File: config.mk
export PLATFORM = sky130hd
export DESIGN_NAME = uart_tx_scheduler
export DESIGN_NICKNAME = d
export VERILOG_FILES = /design/src/rtl/uart_tx_scheduler.sv
export SDC_FILE = /design/constraint.sdc
export NUM_CORES = 1
export LEC_CHECK = 0
export BUFFER_PORTS_ARGS = -buffer_cell sky130_fd_sc_hd__buf_2
export CAP_MARGIN = 20
export CORE_MARGIN = 5
export CORE_UTILIZATION = 49
export DETAILED_ROUTE_END_ITERATION = 6
export PLACE_DENSITY = 0.74
export SYNTH_ARGS = -nofsm -noshare
export SYNTH_HDL_FRONTEND = slang
export SYNTH_SLANG_ARGS = --single-unit
File: constraint.sdc
create_clock -name clk -period 5 [get_ports clk]
set_clock_uncertainty 0.2 [all_clocks]
set_input_delay 0.25 -clock clk [delete_from_list [all_inputs] [get_ports clk]]
set_output_delay 0.25 -clock clk [all_outputs]
set_load 0.01 [all_outputs]
File: src/rtl/uart_tx_scheduler.sv
// uart_tx_scheduler: round-robin scheduler sharing one UART TX line between
// two byte requesters. Frames (start, data LSB first, optional parity, one or
// two stop bits) advance on baud_tick; configuration is captured per frame.
//
// Ports:
//   clk, rst_n          clock, asynchronous active-low reset
//   baud_tick           one-cycle pulse per bit period
//   cfg_parity_en       insert parity bit after data
//   cfg_parity_odd      1 = odd parity, 0 = even
//   cfg_stop2           1 = two stop bits, 0 = one
//   reqN_valid/data     requester N byte offer
//   reqN_ready          combinational accept strobe for requester N
//   tx                  registered serial line, idle high
//   busy                frame accepted and not yet complete
//   done / done_src     one-cycle completion pulse and its requester index
module uart_tx_scheduler #(
  parameter int unsigned DATA_BITS = 8
) (
  input  logic                 clk,
  input  logic                 rst_n,
  input  logic                 baud_tick,
  input  logic                 cfg_parity_en,
  input  logic                 cfg_parity_odd,
  input  logic                 cfg_stop2,
  input  logic                 req0_valid,
  input  logic [DATA_BITS-1:0] req0_data,
  output logic                 req0_ready,
  input  logic                 req1_valid,
  input  logic [DATA_BITS-1:0] req1_data,
  output logic                 req1_ready,
  output logic                 tx,
  output logic                 busy,
  output logic                 done,
  output logic                 done_src
);

  localparam int unsigned BUF_W = 8;
  localparam int unsigned CNT_W = 3;
  localparam logic [CNT_W-1:0] LAST_BIT = CNT_W'(DATA_BITS - 1);

  typedef enum logic [2:0] {
    S_IDLE,
    S_ALIGN,
    S_START,
    S_DATA,
    S_PARITY,
    S_STOP
  } state_t;

  state_t             state_q, state_d;
  logic               last_q, last_d;
  logic               src_q, src_d;
  logic               par_en_q, par_en_d;
  logic               par_odd_q, par_odd_d;
  logic               stop2_q, stop2_d;
  logic [BUF_W-1:0]   data_q, data_d;
  logic [CNT_W-1:0]   bit_cnt_q, bit_cnt_d;
  logic               stop_cnt_q, stop_cnt_d;
  logic               tx_d, busy_d, done_d, done_src_d;
  logic               grant;

  // State and registered outputs
  always_ff @(posedge clk or negedge rst_n) begin
    if (!rst_n) begin
      state_q    <= S_IDLE;
      last_q     <= 1'b1;
      src_q      <= 1'b0;
      par_en_q   <= 1'b0;
      par_odd_q  <= 1'b0;
      stop2_q    <= 1'b0;
      data_q     <= '0;
      bit_cnt_q  <= '0;
      stop_cnt_q <= 1'b0;
      tx         <= 1'b1;
      busy       <= 1'b0;
      done       <= 1'b0;
      done_src   <= 1'b0;
    end else begin
      state_q    <= state_d;
      last_q     <= last_d;
      src_q      <= src_d;
      par_en_q   <= par_en_d;
      par_odd_q  <= par_odd_d;
      stop2_q    <= stop2_d;
      data_q     <= data_d;
      bit_cnt_q  <= bit_cnt_d;
      stop_cnt_q <= stop_cnt_d;
      tx         <= tx_d;
      busy       <= busy_d;
      done       <= done_d;
      done_src   <= done_src_d;
    end
  end

  // Arbitration, frame sequencing and next line level
  always_comb begin
    state_d    = state_q;
    last_d     = last_q;
    src_d      = src_q;
    par_en_d   = par_en_q;
    par_odd_d  = par_odd_q;
    stop2_d    = stop2_q;
    data_d     = data_q;
    bit_cnt_d  = bit_cnt_q;
    stop_cnt_d = stop_cnt_q;
    done_d     = 1'b0;
    done_src_d = done_src;
    req0_ready = 1'b0;
    req1_ready = 1'b0;
    tx_d       = 1'b1;

    // Contention goes to the requester not served last; a lone valid wins
    grant = (req0_valid && req1_valid) ? ~last_q : req1_valid;

    case (state_q)
      S_IDLE: begin
        if (rst_n && (req0_valid || req1_valid)) begin
          req0_ready = ~grant;
          req1_ready = grant;
          last_d     = grant;
          src_d      = grant;
          data_d     = grant ? BUF_W'(req1_data) : BUF_W'(req0_data);
          par_en_d   = cfg_parity_en;
          par_odd_d  = cfg_parity_odd;
          stop2_d    = cfg_stop2;
          state_d    = S_ALIGN;
        end
      end
      S_ALIGN: begin
        if (baud_tick) state_d = S_START;
      end
      S_START: begin
        if (baud_tick) begin
          state_d   = S_DATA;
          bit_cnt_d = '0;
        end
      end
      S_DATA: begin
        if (baud_tick) begin
          if (bit_cnt_q == LAST_BIT) begin
            state_d    = par_en_q ? S_PARITY : S_STOP;
            stop_cnt_d = 1'b0;
          end else begin
            bit_cnt_d = bit_cnt_q + CNT_W'(1);
          end
        end
      end
      S_PARITY: begin
        if (baud_tick) begin
          state_d    = S_STOP;
          stop_cnt_d = 1'b0;
        end
      end
      S_STOP: begin
        if (baud_tick) begin
          if (stop2_q && !stop_cnt_q) begin
            stop_cnt_d = 1'b1;
          end else begin
            state_d    = S_IDLE;
            done_d     = 1'b1;
            done_src_d = src_q;
          end
        end
      end
      default: state_d = S_IDLE;
    endcase

    // Line level follows the state being entered so tx changes on the tick edge
    case (state_d)
      S_START:  tx_d = 1'b0;
      S_DATA:   tx_d = data_q[bit_cnt_d];
      S_PARITY: tx_d = (^data_q) ^ par_odd_q;
      default:  tx_d = 1'b1;
    endcase

    busy_d = (state_d != S_IDLE);
  end

endmodule

# Word level (Yosys, flattened, before mapping)
# Cells that the tools add are included.
# word_totals
output_inout_bits	6
inputBits	24
register_bits	24
# classes
order_cmp	1
n_bitwise	4
n_mux	32
n_eq_ne	14
reduce_logical	12
n_addsub	1
# op_table
cell	count
$mux W3	11
$pmux W3 S6	1
$mux W1	15
$eq A3 B2 Y1 const B	4
$eq A3 B3 Y1 const B	4
$ne A2 B2 Y1 const B	5
$mux W8	1
$reduce_xor A8 Y1	1
$pmux W1 S3	2
$pmux W3 S2	1
$reduce_and A6 Y1	1
$reduce_bool A3 Y1	2
$lt A3 B4 Y1 const B	1
$add A3 B1 Y3 const B	1
$bmux W1 S3	1
$eq A3 B1 Y1 const B	1
$logic_and A1 B1 Y1	3
$logic_not A3 Y1	1
$not A1 Y1	3
$reduce_and A3 Y1	1
$reduce_and A2 Y1	1
$logic_not A1 Y1	1
$logic_or A1 B1 Y1	1
$xor A1 B1 Y1	1

# Depth between registers and ports, before layout
# depth
ltp_word	7
depth_mapped	9
mapped_depth_nobuf	8

# Least setup slack after synthesis
# Ideal clock, no wire load.
# synth_timing
kind	register to register
start	reg bit_cnt_q[0]
end	reg tx
arrival_ps	1901
setup_slack_ps	2818
path_stages_with_launch	9
n_path_buf	1
cell_sequence	dfrtp_1 > ha_1 > and2_1 > buf_2 > a21o_1 > a22oi_2 > a221oi_1 > a211o_1 > a32oi_1
# synth_between
elab_chain_len	7
# synth_lines
item	line	text
start: declaration	57	logic [CNT_W-1:0] bit_cnt_q, bit_cnt_d;
start signal: assignment	86	bit_cnt_q <= bit_cnt_d;
$add A3 B1 Y3 / $eq A3 B3 Y1 (equally long branches)	144, 140	
$mux W3	140	if (bit_cnt_q == LAST_BIT) begin
$mux W3	139	if (baud_tick) begin
$pmux W3 S2	115	case (state_q)
$bmux W1 S3	171	S_DATA: tx_d = data_q[bit_cnt_d];
$mux W1 (not written as such)	171	
$pmux W1 S3 *	169	case (state_d)
via tx_d	59	logic tx_d, busy_d, done_d, done_src_d;
end signal: assignment	88	tx <= tx_d;
end: declaration	31	output logic tx,
# The timed path passes the listed nets; every way through them passes the cells marked *. The select of a mux whose other input is x is not followed.
# A chain may end at the register's enable or synchronous reset.

# Worst setup path in the final report
# layout_timing
start	in rst_n
end	reg data_q[1]
# layout_between
elab_chain_len	2
# layout_lines
item	line	text
start: declaration	20	input logic rst_n,
$logic_and A1 B1 Y1	117	if (rst_n && (req0_valid || req1_valid)) begin
$reduce_and A2 Y1 (no source line)	-	
end signal: assignment	85	data_q <= data_d;
end: declaration	56	logic [BUF_W-1:0] data_q, data_d;
# Every way passes these cells.

==> out/results.ini <==
[run_status]
status = finished clean

[min_path]
hold_path.class = primary input to flop

[power_and_ir_drop]
p_leak_nw = 0.8283
vdd_drop_max_mv = 0.4235
p_per_area_nw_per_um2 = 578.5

[final_layout]
nNetsFinal = 196
largest_register_ffs = 8
top_register = data_q
fin_area_um2 = 1702
multi_input_area_um2 = 599.3
n_antenna_cell = 0
drive_gt1_share_pct = 26.47
largestRegisters = data_q x8, bit_cnt_q x3, state_q x3
areaGrowthSynthToFinish_pct = 31.66
regArea_um2 = 603.1
fill_cells = 206
final_util_pct = 68.07

[global_routing]
grt_pass1_wl_um = 5030
grt_util_all_layers_pct = 18.17
gr-total-overflow = 0
grt_pass1_vias = 1168
grt_max_degree = 26
antenna_found_initial = 0

[floorplan]
dieArea_um2 = 3765
pin_count = 30
die_x_um = 61.36
die_h_um = 61.36
rows = 18
initial_core_util_pct = 51.70
core-area_um2 = 2500

[timing]
max_freq_ghz = 0.3269
finalSetupViolCount = 0
rsz0062_at_grt = false
hold_viol = 0
tns_ns = 0
drv_slew = 0
finalCritPeriodShare_pct = 61.18
worst_slew_pin_slew_ns = 0.9774
relSlewSlack_pct = 34.40
finalWorstSetupSlack_ns = 1.941
min_period_ns = 3.059

[synthesis]
synth_seq_cells = 24
synth.most_common_cell = dfrtp_1
ys.flop_type = dfrtp_1
synth_area_leaders = dfrtp_1 (43%), a222oi_1 (6.2%), xnor2_1 (5.4%)
synth_commonest_cells = dfrtp_1 (22), inv_1 (17), a222oi_1 (8), xnor2_1 (8)
ys_types = 43
yosysTopAreaCell = dfrtp_1
syn_inst = 123
synth_nets = 148
ys_seq_area_share_pct = 46.66
async_flop_share_pct = 100.0
avgSynthCellArea_um2 = 10.51
yosysWarningCount = 0
syn_area_um2 = 1292
synth_top_area_share_pct = 42.59
synth_edf_count = 0

[clock_tree]
cts_htree_levels = 1
cts_setup_buffers = 0
cts_tree = done
clk_pin_slew_ns = 0.14
cts_buffers = 3
cts_resized = 0
insertion_delay_ns = 0.32
clkSinkCount = 24
cts_buffer_depth = 2
root_buffer = clkbuf_4
ctsHoldBuffers = 20

[placed_design]
place.gp.congestion = 0.8583
place_area_um2 = 1449
numPortBuffers = 29
hpwl_um = 2061
pre_cts_ws_ns = 2.627

[critical_path]
r2r_start = state_q[0]
crit_arrival_ns = 3.09
r2r_slack_ns = 2.30
crit_path_start = rst_n
path_cells = dlygate4sd3_1 -> buf_2 -> nor4b_2 -> o21ai_1 -> a222oi_1 -> dlygate4sd3_1 -> inv_1
path_class = primary input to flop
critical_path.most_common_cell = dlygate4sd3_1
endpoint_kind = flop
r2r_end = data_q[1]
worstPathRequired_ns = 5.03
startpoint_type = primary input
critPathMaxFanout = 25
crit_path_top_delay_cell = dlygate4sd3_1
rr_worst_depth = 5
worstSetupEndpoint = data_q[1]
slowest_delay_ns = 0.60

[routing]
num_vias = 1088
wire_per_inst_um = 14.61
ant_nets = 0
dr.pass1.iters = 4
wl_um = 2921
drc = 0
drtIter0Drc = 49
vias_per_cell = 5.440

[run]
max-cap-violations = 0

-- placed cells by master, fill, tap and decap left out, types with 2 or more instances in the layout --
master and n:
dfrtp_1 22, inv_1 17, nand2b_1 3, a222oi_1 8, dfstp_2 2, nand2_1 3, and3_1 2, nand4_1 2
o21ai_0 4, o31a_1 2, nor2_1 4, o22ai_1 2, nor3_1 2, clkbuf_4 3, o211ai_1 2, a21oi_1 3
mux2_2 4, o21ai_1 2, a21o_1 3, dlygate4sd3_1 20, buf_2 29, xnor2_1 8
-- cells by family (layout without fill, tap and decap cells) --
family / Yosys count / in the layout / synth area share, %
xor+xnor: 8 / 8 / 5.421
mux: 5 / 5 / 4.259
compound gates: 35 / 35 / 21.59
buf+inv: 23 / 70 / 6.969
fa+ha+maj: 1 / 1 / 0.9679
simple gates: 27 / 27 / 14.13
flops: 24 / 24 / 46.66
-- critical path: cells and delay by family --
kind            cells  cell delay, ns
buf+inv             4            1.61
simple gates        1            0.38
compound gates      2            0.86
-- report_power, final --
group / switching, mW / internal (mW) / total [mW]
Combinational: 0.214 / 0.270 / 0.484
Clock: 0.0621 / 0.0810 / 0.143
Sequential: 0.0802 / 0.277 / 0.357
Total: 0.356 / 0.628 / 0.984
-- through the flow --
step,cells,hold slack (ns),power (mW)
global placement,176,0.05010,0.7742
detailed placement,176,0.06238,0.7919
floorplan,123,-0.2456,0.6953
global route,200,0.04193,1.047
CTS,200,0.01248,0.9854
finish,200,0.01867,0.9844
-- per-layer routing --
metal	GRT usage (%)	vias to the layer above	routed length, um
met3	3.983	2	165
met4	6.364	0	23
met5	0	-	0
met2	32.78	26	1465
met1	21.16	520	1266
li1	-	540	-
-- worst min-delay path by stage --
stage / startpoint / endpoint / slack [ns] / depth (start not counted)
after floorplan: rst_n / bit_cnt_q[0] / -0.25 / 0
final: baud_tick / stop_cnt_q / 0.02 / 2
after detailed placement: rst_n / stop_cnt_q / 0.06 / 1
after CTS: baud_tick / stop_cnt_q / 0.01 / 2
after global placement: rst_n / stop_cnt_q / 0.05 / 1
after global routing: baud_tick / stop_cnt_q / 0.04 / 2
-- cell type report --
class                   count  share of cell area, %
flip-flops and latches     24                  35.44
repair buffers             49                  20.29
clock buffers               3                  1.324
multi-input cells          76                  35.22
clock inverters             1                  1.765
well taps                  30                  2.206
inverters                  17                  3.750
Power figures use the tool's default switching activity.
